<file path="src/rtl/noc_packetizer.sv">
`timescale 1ns/1ps
`default_nettype none
// ============================================================================
// noc_packetizer : cache-line message <-> NoC flit serializer / reassembler
// Revision       : 1.0  initial release
// ============================================================================
module noc_packetizer #(
    parameter int MSG_BITS     = 4,
    parameter int ADDRESS_BITS = 32,
    parameter int DATA_WIDTH   = 32,
    parameter int OFFSET_BITS  = 2,
    parameter int ID_BITS      = 2,
    parameter int LOCAL_ID     = 0,
    parameter int IDLE_MSG     = 0
) (
    input  logic                                 clock,
    input  logic                                 reset,
    input  logic [MSG_BITS-1:0]                  noc_msg_out,
    input  logic [ADDRESS_BITS-1:0]              noc_address_out,
    input  logic [(DATA_WIDTH<<OFFSET_BITS)-1:0] noc_data_out,
    input  logic [ID_BITS-1:0]                   noc_dest_id,
    output logic                                 packetizer_busy,
    output logic [MSG_BITS-1:0]                  noc_msg_in,
    output logic [ADDRESS_BITS-1:0]              noc_address_in,
    output logic [(DATA_WIDTH<<OFFSET_BITS)-1:0] noc_data_in,
    output logic [ID_BITS-1:0]                   noc_src_id,
    input  logic                                 interface_busy,
    output logic [DATA_WIDTH-1:0]                flit_out,
    output logic                                 flit_out_valid,
    input  logic                                 flit_out_ready,
    input  logic [DATA_WIDTH-1:0]                flit_in,
    input  logic                                 flit_in_valid,
    output logic                                 flit_in_ready,
    output logic                                 drop_pulse
);

    localparam int                      WORDS     = 1 << OFFSET_BITS;
    localparam logic [OFFSET_BITS-1:0]  LAST_WORD = OFFSET_BITS'(WORDS - 1);
    localparam logic [OFFSET_BITS-1:0]  CNT_ONE   = OFFSET_BITS'(1);
    localparam logic [ID_BITS-1:0]      LOCAL     = ID_BITS'(LOCAL_ID);
    localparam logic [MSG_BITS-1:0]     IDLE      = MSG_BITS'(IDLE_MSG);

    localparam logic [1:0] TX_IDLE    = 2'd0;
    localparam logic [1:0] TX_HEAD    = 2'd1;
    localparam logic [1:0] TX_ADDR    = 2'd2;
    localparam logic [1:0] TX_DATA    = 2'd3;

    localparam logic [1:0] RX_HEAD    = 2'd0;
    localparam logic [1:0] RX_ADDR    = 2'd1;
    localparam logic [1:0] RX_DATA    = 2'd2;
    localparam logic [1:0] RX_DELIVER = 2'd3;

    // ------------------------------------------------------------------ TX
    logic [1:0]                            tx_state, tx_state_nxt;
    logic [OFFSET_BITS-1:0]                tx_cnt, tx_cnt_nxt;
    logic [DATA_WIDTH-1:0]                 tx_head_flit, tx_head_new, tx_addr_flit;
    logic [WORDS-1:0][DATA_WIDTH-1:0]      tx_words;
    logic                                  tx_accept;

    assign tx_accept = (tx_state == TX_IDLE) && (noc_msg_out != IDLE);

    always_comb begin
        tx_head_new = '0;
        tx_head_new[DATA_WIDTH-1 -: ID_BITS]             = noc_dest_id;
        tx_head_new[DATA_WIDTH-1-ID_BITS -: ID_BITS]     = LOCAL;
        tx_head_new[DATA_WIDTH-1-2*ID_BITS -: MSG_BITS]  = noc_msg_out;
    end

    always_ff @(posedge clock) begin
        if (!reset) begin
            tx_state <= TX_IDLE;
            tx_cnt   <= '0;
        end else begin
            tx_state <= tx_state_nxt;
            tx_cnt   <= tx_cnt_nxt;
        end
    end

    always_ff @(posedge clock) begin
        if (!reset) begin
            tx_head_flit <= '0;
            tx_addr_flit <= '0;
            tx_words     <= '0;
        end else if (tx_accept) begin
            tx_head_flit <= tx_head_new;
            tx_addr_flit <= DATA_WIDTH'(noc_address_out);
            tx_words     <= noc_data_out;
        end
    end

    always_comb begin
        tx_state_nxt = tx_state;
        tx_cnt_nxt   = tx_cnt;
        case (tx_state)
            TX_IDLE: if (tx_accept) tx_state_nxt = TX_HEAD;
            TX_HEAD: if (flit_out_ready) tx_state_nxt = TX_ADDR;
            TX_ADDR: begin
                if (flit_out_ready) begin
                    tx_state_nxt = TX_DATA;
                    tx_cnt_nxt   = '0;
                end
            end
            TX_DATA: begin
                if (flit_out_ready) begin
                    if (tx_cnt == LAST_WORD) begin
                        tx_state_nxt = TX_IDLE;
                        tx_cnt_nxt   = '0;
                    end else begin
                        tx_cnt_nxt   = tx_cnt + CNT_ONE;
                    end
                end
            end
            default: tx_state_nxt = TX_IDLE;
        endcase
    end

    // Outputs depend only on registered state, so the flit is stable while stalled.
    always_comb begin
        flit_out        = '0;
        flit_out_valid  = 1'b0;
        packetizer_busy = 1'b0;
        case (tx_state)
            TX_HEAD: begin
                flit_out        = tx_head_flit;
                flit_out_valid  = 1'b1;
                packetizer_busy = 1'b1;
            end
            TX_ADDR: begin
                flit_out        = tx_addr_flit;
                flit_out_valid  = 1'b1;
                packetizer_busy = 1'b1;
            end
            TX_DATA: begin
                flit_out        = tx_words[tx_cnt];
                flit_out_valid  = 1'b1;
                packetizer_busy = 1'b1;
            end
            default: ;
        endcase
    end

    // ------------------------------------------------------------------ RX
    logic [1:0]                            rx_state, rx_state_nxt;
    logic [OFFSET_BITS-1:0]                rx_cnt, rx_cnt_nxt;
    logic [ID_BITS-1:0]                    rx_dest, rx_src;
    logic [MSG_BITS-1:0]                   rx_msg;
    logic [ADDRESS_BITS-1:0]               rx_addr;
    logic [WORDS-1:0][DATA_WIDTH-1:0]      rx_words;
    logic                                  rx_take;

    assign rx_take = flit_in_valid && flit_in_ready;

    always_ff @(posedge clock) begin
        if (!reset) begin
            rx_state <= RX_HEAD;
            rx_cnt   <= '0;
        end else begin
            rx_state <= rx_state_nxt;
            rx_cnt   <= rx_cnt_nxt;
        end
    end

    always_ff @(posedge clock) begin
        if (!reset) begin
            rx_dest  <= '0;
            rx_src   <= '0;
            rx_msg   <= '0;
            rx_addr  <= '0;
            rx_words <= '0;
        end else if (rx_take) begin
            case (rx_state)
                RX_HEAD: begin
                    rx_dest <= flit_in[DATA_WIDTH-1 -: ID_BITS];
                    rx_src  <= flit_in[DATA_WIDTH-1-ID_BITS -: ID_BITS];
                    rx_msg  <= flit_in[DATA_WIDTH-1-2*ID_BITS -: MSG_BITS];
                end
                RX_ADDR: rx_addr <= flit_in[ADDRESS_BITS-1:0];
                RX_DATA: rx_words[rx_cnt] <= flit_in;
                default: ;
            endcase
        end
    end

    always_comb begin
        rx_state_nxt = rx_state;
        rx_cnt_nxt   = rx_cnt;
        case (rx_state)
            RX_HEAD: if (rx_take) rx_state_nxt = RX_ADDR;
            RX_ADDR: begin
                if (rx_take) begin
                    rx_state_nxt = RX_DATA;
                    rx_cnt_nxt   = '0;
                end
            end
            RX_DATA: begin
                if (rx_take) begin
                    if (rx_cnt == LAST_WORD) begin
                        rx_state_nxt = RX_DELIVER;
                        rx_cnt_nxt   = '0;
                    end else begin
                        rx_cnt_nxt   = rx_cnt + CNT_ONE;
                    end
                end
            end
            // Foreign packets leave after one cycle regardless of interface backpressure.
            RX_DELIVER: if ((rx_dest != LOCAL) || !interface_busy) rx_state_nxt = RX_HEAD;
            default: rx_state_nxt = RX_HEAD;
        endcase
    end

    always_comb begin
        flit_in_ready  = 1'b1;
        drop_pulse     = 1'b0;
        noc_msg_in     = IDLE;
        noc_address_in = '0;
        noc_data_in    = '0;
        noc_src_id     = '0;
        if (rx_state == RX_DELIVER) begin
            flit_in_ready = 1'b0;
            if (rx_dest != LOCAL) begin
                drop_pulse = 1'b1;
            end else begin
                noc_msg_in     = rx_msg;
                noc_address_in = rx_addr;
                noc_data_in    = rx_words;
                noc_src_id     = rx_src;
            end
        end
    end

endmodule
`default_nettype wire
</file>
<file path="config.mk">
export PLATFORM = sky130hd
export DESIGN_NAME = noc_packetizer
export DESIGN_NICKNAME = d
export VERILOG_FILES = /design/src/rtl/noc_packetizer.sv
export SDC_FILE = /design/constraint.sdc
export NUM_CORES = 1
export LEC_CHECK = 0
export ABC_AREA = 1
export CAP_MARGIN = 15
export CORE_ASPECT_RATIO = 1.4
export CORE_MARGIN = 5
export CORE_UTILIZATION = 38
export DETAILED_ROUTE_END_ITERATION = 6
export HOLD_SLACK_MARGIN = 0.12
export PLACE_DENSITY = 0.65
export SYNTH_ARGS = -nofsm -noshare
export SYNTH_HDL_FRONTEND = slang
export SYNTH_SLANG_ARGS = --single-unit
</file>
<file path="constraint.sdc">
create_clock -name clock -period 1.75 [get_ports clock]
set_input_delay 0.2625 -clock clock [delete_from_list [all_inputs] [get_ports clock]]
set_output_delay 0.2625 -clock clock [all_outputs]
set_load 0.01 [all_outputs]
</file>
# Word level (Yosys, flattened, before mapping)
# Index checks and enable logic that the tools add are counted.
[word_totals]
register_bits = 342
romBits = 0
output_inout_bits = 202
mem_count = 0
input_bits = 203
elab_cells = 98
latch_bits = 0
ramBits = 0
[classes]
bitwise = 0
magnitude_cmp = 3
mux = 38
addsub = 2
n_eq_ne = 18
shift = 0
n_reduce_logical = 19
n_div = 0
multipliers = 0
[op_table]
columns = ["cell", "count"]
rows = [
  ["2-to-1 mux 128 bit", 2],
  ["bitwise mux 128 bit", 1],
  ["2-to-1 mux 32 bit", 4],
  ["case mux 32 bit (3 select lines)", 1],
  ["binary-select mux 32 bit (select 2 bit)", 1],
  ["demux 32 bit (select 2 bit)", 1],
  ["2-to-1 mux 2 bit", 18],
  ["!= test 2 bit, second input constant", 10],
  ["case mux 2 bit (4 select lines)", 2],
  ["== test 2 bit, second input constant", 6],
  ["AND reduction 5 bit", 2],
  ["2-to-1 mux 4 bit", 2],
  ["case mux 2 bit (2 select lines)", 2],
  ["< comparator 2 x 3 -> 1 bit, second input constant", 2],
  ["AND reduction 2 bit", 3],
  ["AND reduction 3 bit", 2],
  ["nonzero test 2 bit", 3],
  ["adder 2 x 1 -> 2 bit, second input constant", 2],
  ["== test 2 x 1 -> 1 bit, second input constant", 2],
  ["zero test 2 bit", 2],
  ["2-to-1 mux 1 bit", 4],
  ["nonzero test 4 bit", 1],
  ["logical AND 1 bit", 3],
  ["OR reduction 3 bit", 1],
  ["other kinds (3)", 3],
]

# Depth between registers and ports, before layout
# Gate-level depths: netlist of the first run.
[depth]
depth_word = 5
depth_mapped = 10

# Least setup slack after synthesis of the first run
# OpenSTA, ideal clock, no wires.
[synth_timing]
kind = "register to output"
from = "reg tx_state[0]"
to = "out flit_out[0]"
arrival_time_ps = 1377
path_buffers = 3
path_stages_with_launch = 8
path_slack_ps = 110
cell_sequence = "dfxtp_1 inv_1 ha_1 clkbuf_2 buf_2 buf_2 nand2_1 a21oi_1"
[synth_via]
elab_chain_cells = 2
elab_cells_between_ends = 4
cone_classes = "eq/ne (3); mux (1)"
[synth_lines]
columns = ["item", "line", "rtl"]
rows = [
  ["start, declared", "54", "logic [1:0] tx_state, tx_state_nxt;"],
  ["start signal, assigned", "74", "tx_state <= tx_state_nxt;"],
  ["== test 2 bit or == test 2 x 1 -> 1 bit (tied branches)", "122", "case (tx_state)"],
  ["case mux 32 bit (3 select lines) (*)", "122", ""],
  ["end, declared", "28", "output logic [DATA_WIDTH-1:0] flit_out,"],
]
# Mark *: on every way between the ends. The rest lies on a longest branch, timed or not.

# Worst setup path after layout of the first run
[layout_timing]
from = "reg rx_state[0]"
to = "out noc_data_in[92]"
[layout_via]
elab_chain_cells = 2
[layout_lines]
columns = ["item", "line", "rtl"]
rows = [
  ["start, declared", "143", "logic [1:0] rx_state, rx_state_nxt;"],
  ["start signal, assigned", "158", "rx_state <= rx_state_nxt;"],
  ["== test 2 bit", "218", "if (rx_state == RX_DELIVER) begin"],
  ["2-to-1 mux 128 bit", "218", ""],
  ["end, declared", "25", "output logic [(DATA_WIDTH<<OFFSET_BITS)-1:0] noc_data_in,"],
]
# No other way between the ends.

==> results of run 1 <==
==> placed cells by master, fill, tap and decap left out, types with 70 or more instances in the layout <==
cell / n
nor2_1: 439
clkdlybuf4s50_1: 201
nand2_1: 101
buf_4: 81
inv_1: 190
nor3_4: 122
o21ai_1: 129
buf_2: 174
a21oi_1: 173
buf_6: 77
o21ai_0: 222
dfxtp_1: 334
buf_12: 70
==> flip-flops by register name, summed over array words and instances, names as in the netlist, 4 cells and up <==
signal,cells
tx_head_flit,6
rx_addr,32
rx_words,128
tx_words,128
rx_msg,4
tx_addr_flit,32
==> through the flow <==
stage	setup TNS, ns	instance area (µm²)	cells	setup WS [ns]	hold slack, ns
after global placement	-42.49	20300	3012	-0.543	0.431
after CTS	-72.04	24000	3176	-0.531	0.334
final	-85.94	25600	3211	-0.623	0.360
after global routing	-107.64	25600	3210	-0.684	0.372
after floorplan	0	15100	2120	0.110	0.400
after detailed placement	-45.50	20300	3012	-0.503	0.442
==> per-layer routing <==
layer,vias up,global-route usage,wire [µm],share of wire
li1,7983,-,-,-
met1,8193,0.292,23500,0.32
met2,1215,0.505,36700,0.49
met3,420,0.0580,6860,0.092
met4,0,0.185,7430,0.10
met5,-,0,0,0
==> final cells by class <==
cell class                 count  area, µm²
fill                        2992      13700
multi-input combinational   1401       8720
timing repair buffer         666       7110
sequential                   342       6860
clock buffer                  47       1030
inverter                     201        822
tap                          528        661
clock inverter                16        269
timing repair inverter         7        154
antenna                        3       7.51
==> worst paths after layout <==
| kind | cells past startpoint | slack [ns] | to | startpoint |
|---|---|---|---|---|
| max | 8 | -0.62 | noc_data_in[92] | rx_state[0] |
| min | 3 | 0.36 | tx_words[98] | noc_data_out[98] |
| max reg2reg | 10 | -0.18 | rx_words[64] | rx_state[0] |
| min reg2reg | 2 | 0.47 | tx_head_flit[25] | tx_head_flit[25] |
==> power by group <==
group / leakage [nW] / internal (mW) / switching (mW)
logic: 7.25 / 7.98 / 10.8
registers: 2.81 / 9.80 / 1.46
clock network: 0.642 / 5.21 / 3.32
==> worst max-delay path, stage by stage, from the launching register on <==
cell and delay (ns):
dfxtp_2 0.35, ha_4 0.18, buf_12 0.11, buf_12 0.12
buf_12 0.14, clkinv_16 0.09, buf_12 0.15, nor3_4 0.25
buf_2 0.20
==> timing repair <==
| action | CTS | global route |
|---|---|---|
| gates cloned | 38 | 20 |
| pin swaps | 103 | 156 |
| resized for setup | 1299 | 412 |
| endpoints found under the setup margin | 214 | 378 |
| hold endpoints to repair | 1 | 0 |
| hold buffers | 1 | 0 |
| setup buffers | 65 | 43 |
==> logic make-up after synthesis <==
group / synth area share
AOI/OAI and AO/OA: 0.205
buffers and inverters: 0.119
adders and majority gates: 0.0132
and+or+nand+nor: 0.210
DFF: 0.453
==> impl_metrics.ini, run 1 <==
[status]
status = finished, violations left
violations = design-rule violations, negative setup slack

[logic_synthesis]
yosysMostFrequentCell = nor2_1
synth_edf_count = 0
synth-seq-area-share = 0.453
synth.avg_cell_area_um2 = 7.13
synth_flop_cell = dfxtp_1
synthesis.nets = 2339
synth_seq_cells = 342
yosys_warnings = 0
netlist_instances = 2120
synthTopCellsByArea = dfxtp_1, nor2_1, o21ai_0, a21oi_1, nor3_1
yosys-top-cells-count = nor2_1, dfxtp_1, o21ai_0
async_flop_share = 0
yosysTopAreaCell = dfxtp_1
synth_area_um2 = 15100
synthDistinctLibCells = 25
synth_top_area_share = 0.453

[final_layout]
fin_nets = 2873
drive_gt1_frac = 0.322
final_util = 0.651
syn2layout_area_growth_pct = 69.6

[global_route]
antenna_found_initial = 3
grt_max_degree = 77
grt_usage = 0.281
grt_pass1_vias = 16700
grt_overflow = 0
grt_pass1_wl_um = 96200

[drt]
vias_per_cell = 5.55
drt-initial-drc-count = 1816
post_drt_wl_per_cell_um = 23.2
drcViolationCount = 1
drt_first_pass_iters = 7
num_vias = 17800
ant_nets = 0
wirelength_um = 74500

[clock_tree]
cts_tree = yes
clkSinkCount = 342
path_clk_slew_ns = 0.06
root_buffer = clkbuf_16
ctsLongestPathBuffers = 3
h-tree-depth = 2
insertion_delay_ns = 0.53
cts_buffers = 35

[power]
total_power_mw = 38.6
p_per_area_nw_per_um2 = 1510
p_leak_nw = 10.7
max-vdd-ir-drop_mv = 0.912

[die]
ios = 405
chipWidth_um = 179
die-area_um2 = 43900
rows = 86
coreArea_um2 = 39400
start_util = 0.384
die_y_um = 246

[worst_hold_path]
min_path_type = in -> reg

[setup_path]
crit_fanout = 5
worstPathArrival_ns = 2.11
crit_required_ns = 1.49
crit_type = reg -> out
crit_path_start_kind = flip-flop
critPathCaptureType = primary output

[timing]
min_period_ns = 2.37
layout_worst_path_cycle_share = 1.36
finalHoldViolations = 0
worst_pin_slew_ns = 0.421
fin_ws_ns = -0.623
rsz0062_at_grt = true
max-slew-margin-rel = 0.718
fmax_mhz = 421
finalSetupViolations = 321
skew_ns = 0.0202
finalMaxSlewViolations = 0

[placed_design]
numPortBuffers = 404
gp_congestion = 0.949
dp_hpwl_um = 41800

[run]
max_cap_violations = 0
(Power assumes the default switching activity.)
==> run 2, diff against run 1 <==
--- a/config.mk
+++ b/config.mk
@@ -7,12 +7,14 @@
 export LEC_CHECK = 0
 export ABC_AREA = 1
 export CAP_MARGIN = 15
+export CELL_PAD_IN_SITES_DETAIL_PLACEMENT = 0
+export CELL_PAD_IN_SITES_GLOBAL_PLACEMENT = 1
 export CORE_ASPECT_RATIO = 1.4
 export CORE_MARGIN = 5
-export CORE_UTILIZATION = 38
+export CORE_UTILIZATION = 34
 export DETAILED_ROUTE_END_ITERATION = 6
 export HOLD_SLACK_MARGIN = 0.12
-export PLACE_DENSITY = 0.65
+export PLACE_DENSITY = 0.8
 export SYNTH_ARGS = -nofsm -noshare
 export SYNTH_HDL_FRONTEND = slang
 export SYNTH_SLANG_ARGS = --single-unit
==> impl_metrics.ini, run 2 (synthesized netlist as in run 1, its figures left out) <==
[drt]
drt-initial-drc-count = 957
drcViolationCount = 0
ant_nets = 0
drt_first_pass_iters = 5
wirelength_um = 69200
post_drt_wl_per_cell_um = 21.5
num_vias = 16700
vias_per_cell = 5.21

[setup_path]
path_cells = inv_4, buf_12, buf_12, o21ai_1, nand2_1, nand2_1, a21oi_1, clkdlybuf4s15_2
crit_path_start_kind = flip-flop
crit_type = reg -> out
crit_buf_inv = 4
worstPathArrival_ns = 1.97
cp_top_family = buffers and inverters
critPathCaptureType = primary output
crit_required_ns = 1.49
cpPeakStageDelay_ns = 0.39
cpMaxStageDelayCell = dfxtp_4
crit_fanout = 17

[timing]
max-slew-margin-rel = 0.678
layout_worst_path_cycle_share = 1.28
finalMaxSlewViolations = 0
finalHoldViolations = 0
finalSetupViolations = 372
rsz0062_at_grt = true
skew_ns = 0.0180
fmax_mhz = 447
fin_ws_ns = -0.486
min_period_ns = 2.24
worst_pin_slew_ns = 0.479

[clock_tree]
h-tree-depth = 2
root_buffer = clkbuf_16
cts_tree = yes
ctsLongestPathBuffers = 3
clkSinkCount = 342
path_clk_slew_ns = 0.06
cts_buffers = 37
insertion_delay_ns = 0.53

[final_layout]
final_common_cell = nor2_1
final_cell_mix = nor2_1, dfxtp_1, o21ai_0
largestRegisters = rx_words: 128 flops, tx_words: 128 flops
fin_nets = 2843
drive_gt1_frac = 0.297
final_util = 0.560
syn2layout_area_growth_pct = 63.2

[global_route]
grt_pass1_vias = 16200
grt_pass1_wl_um = 96600
grt_overflow = 0
grt_max_degree = 83
grt_usage = 0.253
antenna_found_initial = 10

[power]
p_int_mw = 22.2
max-vdd-ir-drop_mv = 0.845
seq_power_share = 0.304
switching_power_mw = 14.7
switching_share = 0.399
p_comb_frac = 0.473
p_leak_nw = 10.4
pwr-share-clk = 0.224
total_power_mw = 36.8
p_per_area_nw_per_um2 = 1490

[die]
start_util = 0.343
chipWidth_um = 188
ios = 405
rows = 91
die-area_um2 = 48800
die_y_um = 259
coreArea_um2 = 44100

[placed_design]
numPortBuffers = 404
dp_hpwl_um = 44700
gp_congestion = 0.914

[worst_hold_path]
min_path_type = in -> reg

[status]
status = finished, violations left
violations = negative setup slack

[run]
max_cap_violations = 0
[run 2: cell types whose count changed in the layout (fill, tap and decap cells not counted), moves of 28 or more]
cell     before  now
o21ai_0     222  295
o21ai_1     129   90
buf_12       70   42
buf_6        77   41
o21ai_2      45   12
buf_4        81  143
[run 2: metal layers]
| metal | global-route usage | part of all wire |
|---|---|---|
| met5 | 0 | 0.00049 |
| met4 | 0.122 | 0.058 |
| met3 | 0.0621 | 0.076 |
| met1 | 0.273 | 0.35 |
| met2 | 0.463 | 0.52 |
[run 2: area by class of cell]
type	count	area [µm²]
Timing Repair inverter	3	38.8
Clock inverter	13	179
Multi-Input combinational cell	1401	8440
Timing Repair Buffer	638	6530
Fill cell	4010	19400
Tap cell	558	698
Antenna cell	6	15.0
Inverter	201	805
Clock buffer	51	1090
Sequential cell	342	6860
[run 2: power groups by stage]
stage / registers, mW / logic, mW / clock network [mW]
6_report: 11.2 / 17.4 / 8.25
5_1_grt: 11.3 / 18.7 / 8.70
4_1_cts: 11.1 / 14.5 / 8.40
3_5_place_dp: 11.2 / 11.5 / 0
3_3_place_gp: 11.2 / 11.3 / 0
2_1_floorplan: 10.6 / 7.36 / 0
[run 2: repair_timing]
item | CTS | global route
setup buffers | 27 | 42
hold buffers | 1 | 0
gates resized for setup | 710 | 751
gates cloned | 30 | 18
endpoints found under the setup margin | 362 | 464
pin swaps | 48 | 43
endpoints found under the hold margin | 4 | 0
[run 2: tightest hold or removal path, stage by stage]
cell and delay (ns):
clkdlybuf4s50_1 0.40, o21ai_1 0.13, nor2_1 0.04
[run 2: path summary, 6_finish.rpt]
check	depth (start not counted)	slack [ns]	startpoint	endpoint
setup / recovery	8	-0.49	tx_cnt[0]	flit_out[2]
hold reg to reg	2	0.46	rx_words[102]	rx_words[102]
hold / removal	3	0.35	noc_data_out[122]	tx_words[122]
setup reg to reg	10	-0.25	tx_state[0]	tx_words[10]
[run 2: metrics by stage]
| stage | hold WS [ns] | area, µm² | setup slack [ns] | std cells | setup TNS [ns] |
|---|---|---|---|---|---|
| after floorplan | 0.400 | 15100 | 0.110 | 2120 | 0 |
| after CTS | 0.324 | 22800 | -0.527 | 3150 | -98.74 |
| after detailed placement | 0.443 | 20200 | -0.412 | 3028 | -47.43 |
| after global placement | 0.431 | 20200 | -0.395 | 3028 | -44.43 |
| final | 0.346 | 24700 | -0.486 | 3213 | -85.69 |
| after global routing | 0.349 | 24700 | -0.540 | 3211 | -122.03 |
